File: config.mk
export PLATFORM = sky130hd
export DESIGN_NAME = demux1_8_scan
export DESIGN_NICKNAME = d
export VERILOG_FILES = /design/src/rtl/demux_pkg.sv /design/src/rtl/scan_ctr.sv /design/src/rtl/demux1_8_scan.sv
export SDC_FILE = /design/constraint.sdc
export NUM_CORES = 1
export LEC_CHECK = 0
export CAP_MARGIN = 10
export CORE_MARGIN = 5
export CORE_UTILIZATION = 29
export CTS_BUF_LIST = sky130_fd_sc_hd__clkbuf_4
export CTS_CLUSTER_SIZE = 28
export DETAILED_ROUTE_END_ITERATION = 8
export PLACE_DENSITY = 0.57
export RECOVER_POWER = 50
export SYNTH_ARGS = -nofsm -noshare
export SYNTH_HDL_FRONTEND = slang
export SYNTH_SLANG_ARGS = --single-unit
File: constraint.sdc
create_clock -name clk -period 1.5 [get_ports clk]
set_input_delay 0.3 -clock clk [delete_from_list [all_inputs] [get_ports clk]]
set_output_delay 0.3 -clock clk [all_outputs]
set_load 0.05 [all_outputs]
File: src/rtl/demux_pkg.sv
// Shared sizing, FSM state type and helpers for the 1-to-8 scan demultiplexer.
// Parity support in the top level is enabled with DEMUX_PARITY_EN.
package demux_pkg;

  localparam int unsigned WIDTH = 8;
  localparam int unsigned SELW  = 3;

  typedef enum logic {
    IDLE = 1'b0,
    SCAN = 1'b1
  } state_t;

  localparam logic [SELW-1:0] LAST_PTR = SELW'(WIDTH - 1);

  function automatic logic word_parity(input logic [WIDTH-1:0] word);
    return ^word;
  endfunction

endpackage

File: src/rtl/scan_ctr.sv
// Scan bit pointer: free-running 3-bit counter with synchronous clear and
// enable; wraps 7 -> 0 naturally.
module scan_ctr
  import demux_pkg::*;
(
  input  logic            clk,
  input  logic            clr,
  input  logic            en,
  output logic [SELW-1:0] q
);

  always_ff @(posedge clk) begin
    if (clr) begin
      q <= '0;
    end else if (en) begin
      q <= q + 1'b1;
    end
  end

endmodule

File: src/rtl/demux1_8_scan.sv
// Serial 1-to-8 demultiplexer with manual (sel-addressed) and scan (pointer)
// modes. Defining DEMUX_PARITY_EN adds the registered frame parity output par.
module demux1_8_scan
  import demux_pkg::*;
(
  input  logic             clk,
  input  logic             rst,
  input  logic             din,
  input  logic [SELW-1:0]  sel,
  input  logic             load,
  input  logic             auto,
  output logic [WIDTH-1:0] dout,
  output logic             busy,
  output logic             frame_valid
`ifdef DEMUX_PARITY_EN
  ,
  output logic             par
`endif
);

  state_t           state;
  state_t           state_next;
  logic [WIDTH-1:0] dout_next;
  logic [SELW-1:0]  ptr;
  logic             ptr_en;
  logic             abort;
  logic             frame_done;

  // The pointer is always 0 in IDLE, so entering SCAN only needs an increment.
  scan_ctr u_scan_ctr (
    .clk (clk),
    .clr (rst | abort),
    .en  (ptr_en),
    .q   (ptr)
  );

  always_comb begin
    state_next = state;
    dout_next  = dout;
    ptr_en     = 1'b0;
    abort      = 1'b0;
    frame_done = 1'b0;
    case (state)
      IDLE: begin
        if (load) begin
          if (auto) begin
            dout_next[0] = din;
            ptr_en       = 1'b1;
            state_next   = SCAN;
          end else begin
            dout_next[sel] = din;
          end
        end
      end
      SCAN: begin
        if (!auto) begin
          abort      = 1'b1;
          state_next = IDLE;
        end else if (load) begin
          dout_next[ptr] = din;
          ptr_en         = 1'b1;
          if (ptr == LAST_PTR) begin
            frame_done = 1'b1;
            state_next = IDLE;
          end
        end
      end
      default: state_next = IDLE;
    endcase
  end

  // busy tracks the next state so it stays a pure register output.
  always_ff @(posedge clk) begin
    if (rst) begin
      state       <= IDLE;
      dout        <= '0;
      busy        <= 1'b0;
      frame_valid <= 1'b0;
    end else begin
      state       <= state_next;
      dout        <= dout_next;
      busy        <= (state_next == SCAN);
      frame_valid <= frame_done;
    end
  end

`ifdef DEMUX_PARITY_EN
  always_ff @(posedge clk) begin
    if (rst) begin
      par <= 1'b0;
    end else if (frame_done) begin
      par <= word_parity(dout_next);
    end
  end
`endif

endmodule
* Yosys cells after proc, flatten, opt, wreduce, memory -nomap -nowiden
Cells that the tools add are included.
** Operators by class
- Bitwise gates (word level) :: 4
- Eq/ne operators :: 5
- $lt $le $gt $ge :: 4
- Reductions and logical operators :: 5
- Multiplexer cells :: 24
- Add/subtract/negate cells :: 1
** Operators with widths (number)
- $mux 8 :: 3
- $bwmux 8 :: 2
- $pmux 8 s2 :: 1
- $mux 1 :: 13
- $lt 3x4->1 const B :: 2
- $ne 2x2->1 const B :: 4
- $mux 7 :: 1
- $demux 1 s3 :: 2
- $ge 3x1->1 const B :: 2
- $pmux 1 s2 :: 2
- $reduce_and 4->1 :: 1
- $reduce_or 4->1 :: 1
- $add 3x1->3 const B :: 1
- $eq 3x3->1 const B :: 1
- $not 1->1 :: 3
- $reduce_and 3->1 :: 1
- $logic_and 1x1->1 :: 2
- $or 1x1->1 :: 1
** Storage, ports and cells
- Output and inout bits :: 10
- Bits in registers :: 13
- Input bits :: 8

* Longest topological paths before layout
Gate-level depths: netlist (run 1).
- Depth in word-level cells :: 8
- Depth in mapped cells :: 6
- Gate-level depth less buffers :: 5

* Hierarchy
Synthesis (run 1) repeated with hierarchy kept, for this count alone.
** Unflattened totals
- Cell total of the unflattened synthesis :: 79
- Area total of the unflattened synthesis :: 788.3 um^2
** Modules (own cells, without submodules)
- demux1_8_scan :: seq. area each 200.2 um^2, times used 1, cells an instance 68, area an instance 666.9 um^2
- scan_ctr :: seq. area each 60.1 um^2, times used 1, cells an instance 11, area an instance 121.4 um^2

* Least setup slack after synthesis (run 1)
No wires, ideal clock.
- Path type :: register -> register
- Start :: register state
- End :: register dout[7]
- Period minus slack after synthesis :: 1.923 ns
- Stages on the path, launching flop included :: 7
- Setup slack :: -0.423 ns
- Library setup time :: 0.072 ns
- Arrival :: 1.851 ns
- Cell sequence :: dfxtp_1 > buf_6 > inv_1 > ha_1 > and2b_1 > a21boi_1 > mux2i_1
** On the way
- Longest elaborated chain between the ends :: 3
- Elaborated cells between the ends (all ways) :: 7
- Those cells by class :: eq/ne: 4; mux: 1; bitwise: 1; reduce/logical: 1
** RTL lines
- start: declaration :: RTL line demux1_8_scan.sv:21 : state_t state;
- start signal: assignment :: RTL line demux1_8_scan.sv:80 : state <= state_next;
- $not 1->1
- $ne 2x2->1 (no source line)
- $reduce_and 4->1 (no source line)
- end signal: assignment :: RTL line demux1_8_scan.sv:81 : dout <= dout_next;
- end: declaration :: RTL line demux1_8_scan.sv:12 : output logic [WIDTH-1:0] dout,
Several ways; a longest one is shown, not always the timed one.
A chain may end at the register's enable or synchronous reset.

* Final worst setup path (run 1)
Same ends and word-level chain as after synthesis.

==> results.cfg, run 1 <==
[placed_design]
detailed_place.area_sq_um = 1100
portBuffers = 17
place_ws_ps = -302
dp_hpwl_mm = 1.43
place.gp.congestion = 0.801

[worst_setup_path]
cp-start-kind = register
cp_max_fo = 7
max_stage_delay_ps = 400
cp_slowest_cell = dfxtp_4
required_ps = 1710
critPathKind = reg -> reg
path_cells = inv_4 -> ha_4 -> and2b_2 -> a21boi_2 -> mux2i_1
worstPathArrival_ps = 1590
worstSetupEndpointType = register
r2r_setup_slack_ps = 110

[finish]
fill_cells = 251
utilization_pct = 43.1
n_antenna_cell = 0
drive_above_1_share_pct = 24.5
fin_area_sq_um = 1060
fin_nets = 119
syn_to_final_growth_pct = 42.4

[clocking]
numCtsBuffers = 3
ctsHoldBuffers = 0
htree_levels = 1
insertion_delay_ps = 270
clk_pin_slew_ps = 80
clk_path_buf_depth = 2
cts.sinks = 13
cts-root-buf = clkbuf_4
cts_tree = built

[floorplan]
die_x_microns = 60.6
ios = 18
die_y_microns = 60.6
core_area_sq_um = 2450
start_util_pct = 30.3
die_area_sq_um = 3680
rows = 18

[drt]
ant_nets = 0
drt_iter0_markers = 13
wl_per_cell_microns = 13.6
drt-total-wl_mm = 1.85
via_per_inst = 5.09
first_pass_iters = 4
vias = 692
drc = 0

[sta]
setup_viol = 0
report.final.slew_viol_count = 0
fin_ws_ps = 114
rsz0062_at_grt = no
skew_ps = 4.06
tightestPinTransition_ps = 508
hold_viol = 0
fmax_ghz = 0.722
fin_crit_ps = 1390
slew-limit-headroom_pct = 66.1
fin_crit_sh_pct = 92.4

[synthesis]
ys_warn_count = 0
synth_area_leaders = dfxtp_1 (35%), mux2i_1 (13%), ha_1 (6.7%)
synth_largest_area_cell = dfxtp_1
syn_inst = 79
avgSynthCellArea_sq_um = 9.41
synth_common_cells = dfxtp_1 (13), nand2_1 (11), mux2i_1 (10), o21ai_1 (6)
synth_fp_nets = 91
seq_area_frac_synth_pct = 35.0
ys_seq_elements = 13
yosysTopAreaCellShare_pct = 35.0
async_flop_share_pct = 0
synth_ff_type = dfxtp_1
yosysMostFrequentCell = dfxtp_1
synth_cell_types = 24
synth-edff-count = 0
netlist_area_sq_um = 743

[hold_path]
hold_class = reg -> reg

[power_and_ir_drop]
p_leak_nw = 0.563
cellPowerDensity_nw_per_um2 = 700
ir_drop_v = 0.000458

[grt]
grt_max_degree = 14
antenna_found_initial = 0
grt_usage_pct = 11.1
overflow = 0
grt_pass1_wl_mm = 3.06
grt_pass1_vias = 676

[flow_run]
max_cap_viol_count = 0

[outcome]
status = finished clean
==> cells in the final DEF (no fill, tap or decap) <==
master and count:
o21ai_0 1, and4bb_2 3, ha_4 1, inv_2 1, ha_1 3, dfxtp_4 1
buf_12 1, xor2_1 1, dlygate4sd2_1 1, clkbuf_4 4, nand4b_1 1, inv_1 2
dlymetal6s2s_1 6, nand3_1 1, nor3_1 4, nor4b_1 4, a21boi_2 1, clkbuf_2 4
o311ai_0 1, and4b_1 3, and2b_2 1, buf_4 7, clkdlybuf4s50_1 6, nor4bb_1 3
o21ai_1 5, inv_4 1, o221ai_1 1, nand4_1 1, clkbuf_1 1, mux2i_1 10
nor2_1 2, dfxtp_1 12, o21ai_2 1, nand2_1 11
==> per-stage QoR <==
stage	cells	power (mW)	hold WS, ps	setup TNS [ps]
2_1_floorplan	79	0.448	379	-1.00
3_3_place_gp	129	0.518	488	-1790
3_5_place_dp	129	0.523	494	-2130
4_1_cts	133	0.762	508	0
5_1_grt	136	0.789	491	0
6_report	136	0.741	463	0
==> final cells by class <==
type                       count  area (sq um)  area share [%]
multi-input combinational     59           469            44.3
clock buffer                   4          30.0            2.84
inverter                       4          17.5            1.65
sequential                    13           264            24.9
tap                           30          37.5            3.55
timing repair buffer          26           240            22.7
==> path summary, 6_finish.rpt <==
path	startpoint	endpoint	depth (start not counted)
max	state$_SDFF_PP0_	dout[7]$_SDFFE_PP0P_	5
min reg2reg	dout[6]$_SDFFE_PP0P_	dout[6]$_SDFFE_PP0P_	2
max reg2reg	state$_SDFF_PP0_	dout[7]$_SDFFE_PP0P_	5
min	dout[6]$_SDFFE_PP0P_	dout[6]$_SDFFE_PP0P_	2
==> critical path: cells and delay by family, from the launching register on <==
family	cells	cell delay [ps]
DFF	1	400
adders and majority gates	1	220
and+or+nand+nor	1	270
buffers and inverters	1	50
AOI/OAI and AO/OA	1	190
muxes	1	190
==> sequential cells by signal (all words and copies together), names as in the netlist <==
register,count
u_scan_ctr.q,3
frame_valid,1
state,1
dout,8
==> metal layers <==
metal  GRT usage [%]  vias to the layer above  share of wire (%)
met5               0                        -                  0
li1                -                      352                  -
met1            14.7                      317                 46
met2            17.3                       19                 47
met3            2.13                        4                4.9
met4            5.57                        0                1.6
==> what timing repair did <==
action / CTS / global route
endpoints found under the setup margin: 4 / 2
setup buffers: 0 / 3
gates resized for setup: 3 / 0
==> report_power, final <==
group | switching, mW | internal [mW] | leakage (nW) | total [mW]
Sequential | 0.0123 | 0.352 | 0.106 | 0.365
Clock | 0.115 | 0.121 | 0.0184 | 0.236
Combinational | 0.0726 | 0.0681 | 0.438 | 0.141
Total | 0.200 | 0.542 | 0.563 | 0.741
==> cells by family after synthesis <==
logic type	after synthesis	synth area share (%)
mux	10	13.5
xor+xnor	1	1.18
simple gates	34	30.8
fa+ha+maj	4	6.73
compound gates	10	8.08
flops	13	35.0
buf+inv	7	4.71
Power figures use the tool's default switching activity.
==> run 2, diff against run 1 <==
Settings changed: CORE_MARGIN 5 to 2.
==> run 2 against run 1 <==
Effect of this change:
- total power decreased by 0.23%
- core utilization decreased by 0.051 points
- final cell count decreased by 2.9%
- final area decreased by 0.12%
- register-to-register slack about the same
- maximum frequency decreased by 0.88%
- worst hold slack got worse by 20 ps
- combinational power decreased by 4%
- clock power about the same
- sequential power about the same
- flip-flop and latch count unchanged
- largest cell class unchanged
==> results.cfg, run 2 (same netlist as run 1, synthesis figures left out) <==
[worst_setup_path]
worstPathArrival_ps = 1600
cp-start-kind = register
critPathKind = reg -> reg
path_buf_inv = 1
path_delay_family = flip-flops
worstSetupEndpointType = register
max_stage_delay_ps = 420
cp_max_fo = 7
required_ps = 1700
path_cells = inv_4 -> ha_4 -> and2b_2 -> a21boi_2 -> mux2i_1
cp_slowest_cell = dfxtp_4

[power_and_ir_drop]
p_leak_nw = 0.605
finalPower_mw = 0.740
ir_drop_v = 0.000423
cellPowerDensity_nw_per_um2 = 700

[finish]
largest_reg_flops = 8
fin_nets = 115
drive_above_1_share_pct = 18.6
finalNonFillerCells = 132
mostFrequentLayoutCells = dfxtp_1 (12), nand2_1 (11), mux2i_1 (10), dlymetal6s2s_1 (10), o21ai_1 (6)
layout_commonest_cell = dfxtp_1
top_regs = dout x8, u_scan_ctr.q x3
n_antenna_cell = 0
syn_to_final_growth_pct = 42.3
largest_register = dout

[hold_path]
hold_class = in -> reg

[drt]
drt-total-wl_mm = 1.70
drc = 0
vias = 673
drt_iter0_markers = 5
first_pass_iters = 4
wl_per_cell_microns = 12.9
via_per_inst = 5.10
ant_nets = 0

[grt]
grt_pass1_wl_mm = 2.79
grt_max_degree = 15
overflow = 0
grt_usage_pct = 13.2
antenna_found_initial = 0
grt_pass1_vias = 656

[floorplan]
start_util_pct = 30.3
die_area_sq_um = 2980
die_y_microns = 54.6
die_x_microns = 54.6
ios = 18
rows = 18
core_area_sq_um = 2450

[sta]
setup_viol = 0
fmax_ghz = 0.715
skew_ps = 6.66
slew-limit-headroom_pct = 65.8
tightestPinTransition_ps = 513
fin_crit_ps = 1400
rsz0062_at_grt = no
report.final.slew_viol_count = 0
fin_crit_sh_pct = 93.2
hold_viol = 0

[placed_design]
place.gp.congestion = 0.751
dp_hpwl_mm = 1.30
place_inst = 128
portBuffers = 17

[clocking]
clk_pin_slew_ps = 80
insertion_delay_ps = 280
htree_levels = 1
clk_path_buf_depth = 2
cts-root-buf = clkbuf_4
cts_tree = built
numCtsBuffers = 3
cts.sinks = 13

[flow_run]
max_cap_viol_count = 0

[outcome]
status = finished clean
-- run 2: cell count changes in the layout (fill, tap and decap cells not counted) --
cell             change
clkbuf_2             -4
dlymetal6s2s_1       +4
buf_4                -2
clkbuf_1             -1
clkdlybuf4s50_1      -1
dlygate4sd2_1        -1
dlygate4sd3_1        +1
o21ai_1              +1
o21ai_2              -1
-- run 2: final cells by class --
class,count,area (sq um)
Multi-Input combinational cell,59,465
Tap cell,30,37.5
Timing Repair Buffer,22,243
Inverter,4,17.5
Sequential cell,13,264
Clock buffer,4,30.0
Fill cell,250,1400
-- run 2: repair_timing --
item | 4_1_cts | 5_1_grt
setup endpoints to repair | 0 | 5
endpoints found under the hold margin | 0 | 0
resized for setup | 0 | 2
buffers inserted | 0 | 0
hold buffers | 0 | 0
-- run 2: where the power goes --
| part | switching [mW] | total [mW] | leakage [nW] | internal [mW] |
|---|---|---|---|---|
| Sequential | 0.0133 | 0.366 | 0.106 | 0.353 |
| Combinational | 0.0690 | 0.135 | 0.481 | 0.0655 |
| Clock | 0.118 | 0.239 | 0.0184 | 0.121 |
-- run 2: routing by layer --
layer | up-vias | wire, microns | GRT usage [%]
met5 | - | 0 | 0
met4 | 0 | 24 | 6.25
met3 | 4 | 81 | 2.19
met2 | 15 | 775 | 20.2
met1 | 310 | 817 | 17.8
li1 | 344 | - | -
-- run 2: final timing paths --
| kind | depth (start not counted) | endpoint | slack [ps] | start |
|---|---|---|---|---|
| setup / recovery | 5 | dout[7]$_SDFFE_PP0P_ | 100 | state$_SDFF_PP0_ |
| hold / removal | 4 | state$_SDFF_PP0_ | 440 | auto |
| setup reg to reg | 5 | dout[7]$_SDFFE_PP0P_ | 100 | state$_SDFF_PP0_ |
| hold reg to reg | 2 | dout[3]$_SDFFE_PP0P_ | 460 | dout[3]$_SDFFE_PP0P_ |
-- run 2: tightest hold or removal path, cell delays in order --
cell and delay (ps):
dlymetal6s2s_1 140, buf_4 150, nand2_1 70, nor2_1 40
-- run 2: per-stage QoR --
step	setup slack, ps	setup TNS, ps	area, sq um	util (%)	hold WS [ps]
final	102	0	1060	43.1	443
after floorplan	-1.00	-1.00	767	-	379
after global routing	43.6	0	1060	43.1	459
after CTS	0.923	0	1120	45.7	508
after detailed placement	-291	-1990	1090	44.5	493
after global placement	-253	-1780	1090	44.5	487
==> run 3, diff against run 2 <==
Settings changed: PLACE_DENSITY 0.57 to 0.56, RECOVER_POWER 50 to unset.
Clock period 1.5 ns to 1.3 ns, I/O delays scaled along.
==> run 3 against run 2 <==
Effect of this change:
- the flow now finishes with violations (negative setup slack)
- core utilization is 5.6 points higher
- die area stayed put
- maximum frequency is 4.7% higher
- wire length is 2.6% higher
- setup slack worse by 140 ps
- flip-flop and latch count stayed put
- via count is 0.74% higher
- total power is 20% higher
- global-route usage is 0.28 points higher
- worst hold slack better by 59 ps
==> results.cfg, run 3 (same netlist as run 1, synthesis figures left out) <==
[hold_path]
hold_depth = 2
worstHoldEndpoint = dout[5]$_SDFFE_PP0P_
hp-start = dout[5]$_SDFFE_PP0P_
hold_class = reg -> reg

[power_and_ir_drop]
cellPowerDensity_nw_per_um2 = 741
p_leak_nw = 0.518
ir_drop_v = 0.000540
finalPower_mw = 0.884

[worst_setup_path]
required_ps = 1500
timing.rr.end = dout[7]$_SDFFE_PP0P_
cp_max_fo = 7
worstSetupEndpointType = register
r2r-start = state$_SDFF_PP0_
r2r_setup_slack_ps = -40
critPathKind = reg -> reg
worst_r2r_path_depth = 5
worstPathArrival_ps = 1540
cp-start-kind = register

[drt]
drt_iter0_markers = 14
via_per_inst = 4.95
vias = 678
wl_per_cell_microns = 12.7
drt-total-wl_mm = 1.74
first_pass_iters = 4
ant_nets = 0
drc = 0

[sta]
rsz0062_at_grt = yes
finalSetupTns_ps = -64.5
fin_ws_ps = -35.7
fin_crit_sh_pct = 103
report.final.slew_viol_count = 0
setup_viol = 5
tightestPinTransition_ps = 305
hold_viol = 0
skew_ps = 5.57
fin_crit_ps = 1340
slew-limit-headroom_pct = 79.4
fmax_ghz = 0.749

[floorplan]
ios = 18
die_y_microns = 54.6
core_area_sq_um = 2450
rows = 18
start_util_pct = 30.3
die_area_sq_um = 2980
die_x_microns = 54.6

[placed_design]
portBuffers = 17
place_ws_ps = -440
dp_hpwl_mm = 1.24
place.gp.congestion = 0.797

[grt]
grt_usage_pct = 13.5
grt_pass1_vias = 637
grt_pass1_wl_mm = 2.86
antenna_found_initial = 0
grt_max_degree = 11
overflow = 0

[finish]
largest_reg_flops = 8
largest_register = dout
top_regs = dout x8, u_scan_ctr.q x3
syn_to_final_growth_pct = 60.6
n_antenna_cell = 0
fin_nets = 120
drive_above_1_share_pct = 33.6
mostFrequentLayoutCells = nand2_1 (11), dfxtp_1 (11), mux2i_1 (10), buf_12 (10), buf_4 (8)

[clocking]
clk_path_buf_depth = 2
cts_tree = built
insertion_delay_ps = 280
ctsHoldBuffers = 0
numCtsBuffers = 3
clk_pin_slew_ps = 80
cts.sinks = 13
htree_levels = 1
cts-root-buf = clkbuf_4

[outcome]
status = finished with violations
violations = negative setup slack

[flow_run]
max_cap_viol_count = 0
==> run 3: cell count changes in the layout (fill, tap and decap cells not counted), moves of 2 or more <==
cell / delta
nor4b_1: -2
dlymetal6s2s_1: -9
nor4b_2: +2
buf_4: +3
buf_12: +9
==> run 3: how the worst max path moves through the flow <==
stage / startpoint / to / slack [ps] / cells past startpoint
floorplan: state$_SDFF_PP0_ / dout[7]$_SDFFE_PP0P_ / -200 / 6
global placement: auto / dout[6]$_SDFFE_PP0P_ / -410 / 6
detailed placement: auto / dout[7]$_SDFFE_PP0P_ / -440 / 6
CTS: state$_SDFF_PP0_ / dout[7]$_SDFFE_PP0P_ / -10 / 5
global route: sel[1] / dout[0]$_SDFFE_PP0P_ / -90 / 4
finish: state$_SDFF_PP0_ / dout[7]$_SDFFE_PP0P_ / -40 / 5
==> run 3: worst max-delay path: stages (launching register included) <==
cell	delay, ps
dfxtp_4	370
inv_4	40
ha_4	190
and2b_2	270
a21boi_4	190
mux2i_1	190
==> run 3: through the flow <==
stage	cells	utilization [%]	cell area (sq um)	hold WS, ps
after floorplan	79	-	767	339
after global placement	130	45.1	1110	488
after detailed placement	130	45.1	1110	492
after CTS	137	47.7	1170	507
after global routing	137	48.6	1190	519
final	137	48.6	1190	501
==> run 3: per-layer routing <==
metal / track usage [%] / vias up / part of all wire, %
li1: - / 351 / -
met1: 18.9 / 308 / 49
met2: 18.5 / 13 / 43
met3: 2.73 / 6 / 5.0
met4: 8.33 / 0 / 3.1
met5: 0 / - / 0
==> run 3: area by class of cell <==
| cell class | instances | area, sq um |
|---|---|---|
| tap | 30 | 37.5 |
| fill | 242 | 1260 |
| timing repair buffer | 27 | 358 |
| clock buffer | 4 | 30.0 |
| sequential | 13 | 265 |
| inverter | 4 | 17.5 |
| multi-input combinational | 59 | 485 |
==> run 3: repair_timing <==
action,4_1_cts,5_1_grt
endpoints found under the hold margin,0,0
resized for setup,5,5
setup buffers,3,0
pin swaps,1,0
setup endpoints to repair,8,10
==> run 3: report_power, final <==
part / switching (mW) / total, mW / internal (mW) / leakage (nW)
Combinational: 0.0875 / 0.186 / 0.0986 / 0.393
Clock: 0.135 / 0.275 / 0.140 / 0.0184
Sequential: 0.0156 / 0.423 / 0.407 / 0.106
Total: 0.238 / 0.884 / 0.646 / 0.518
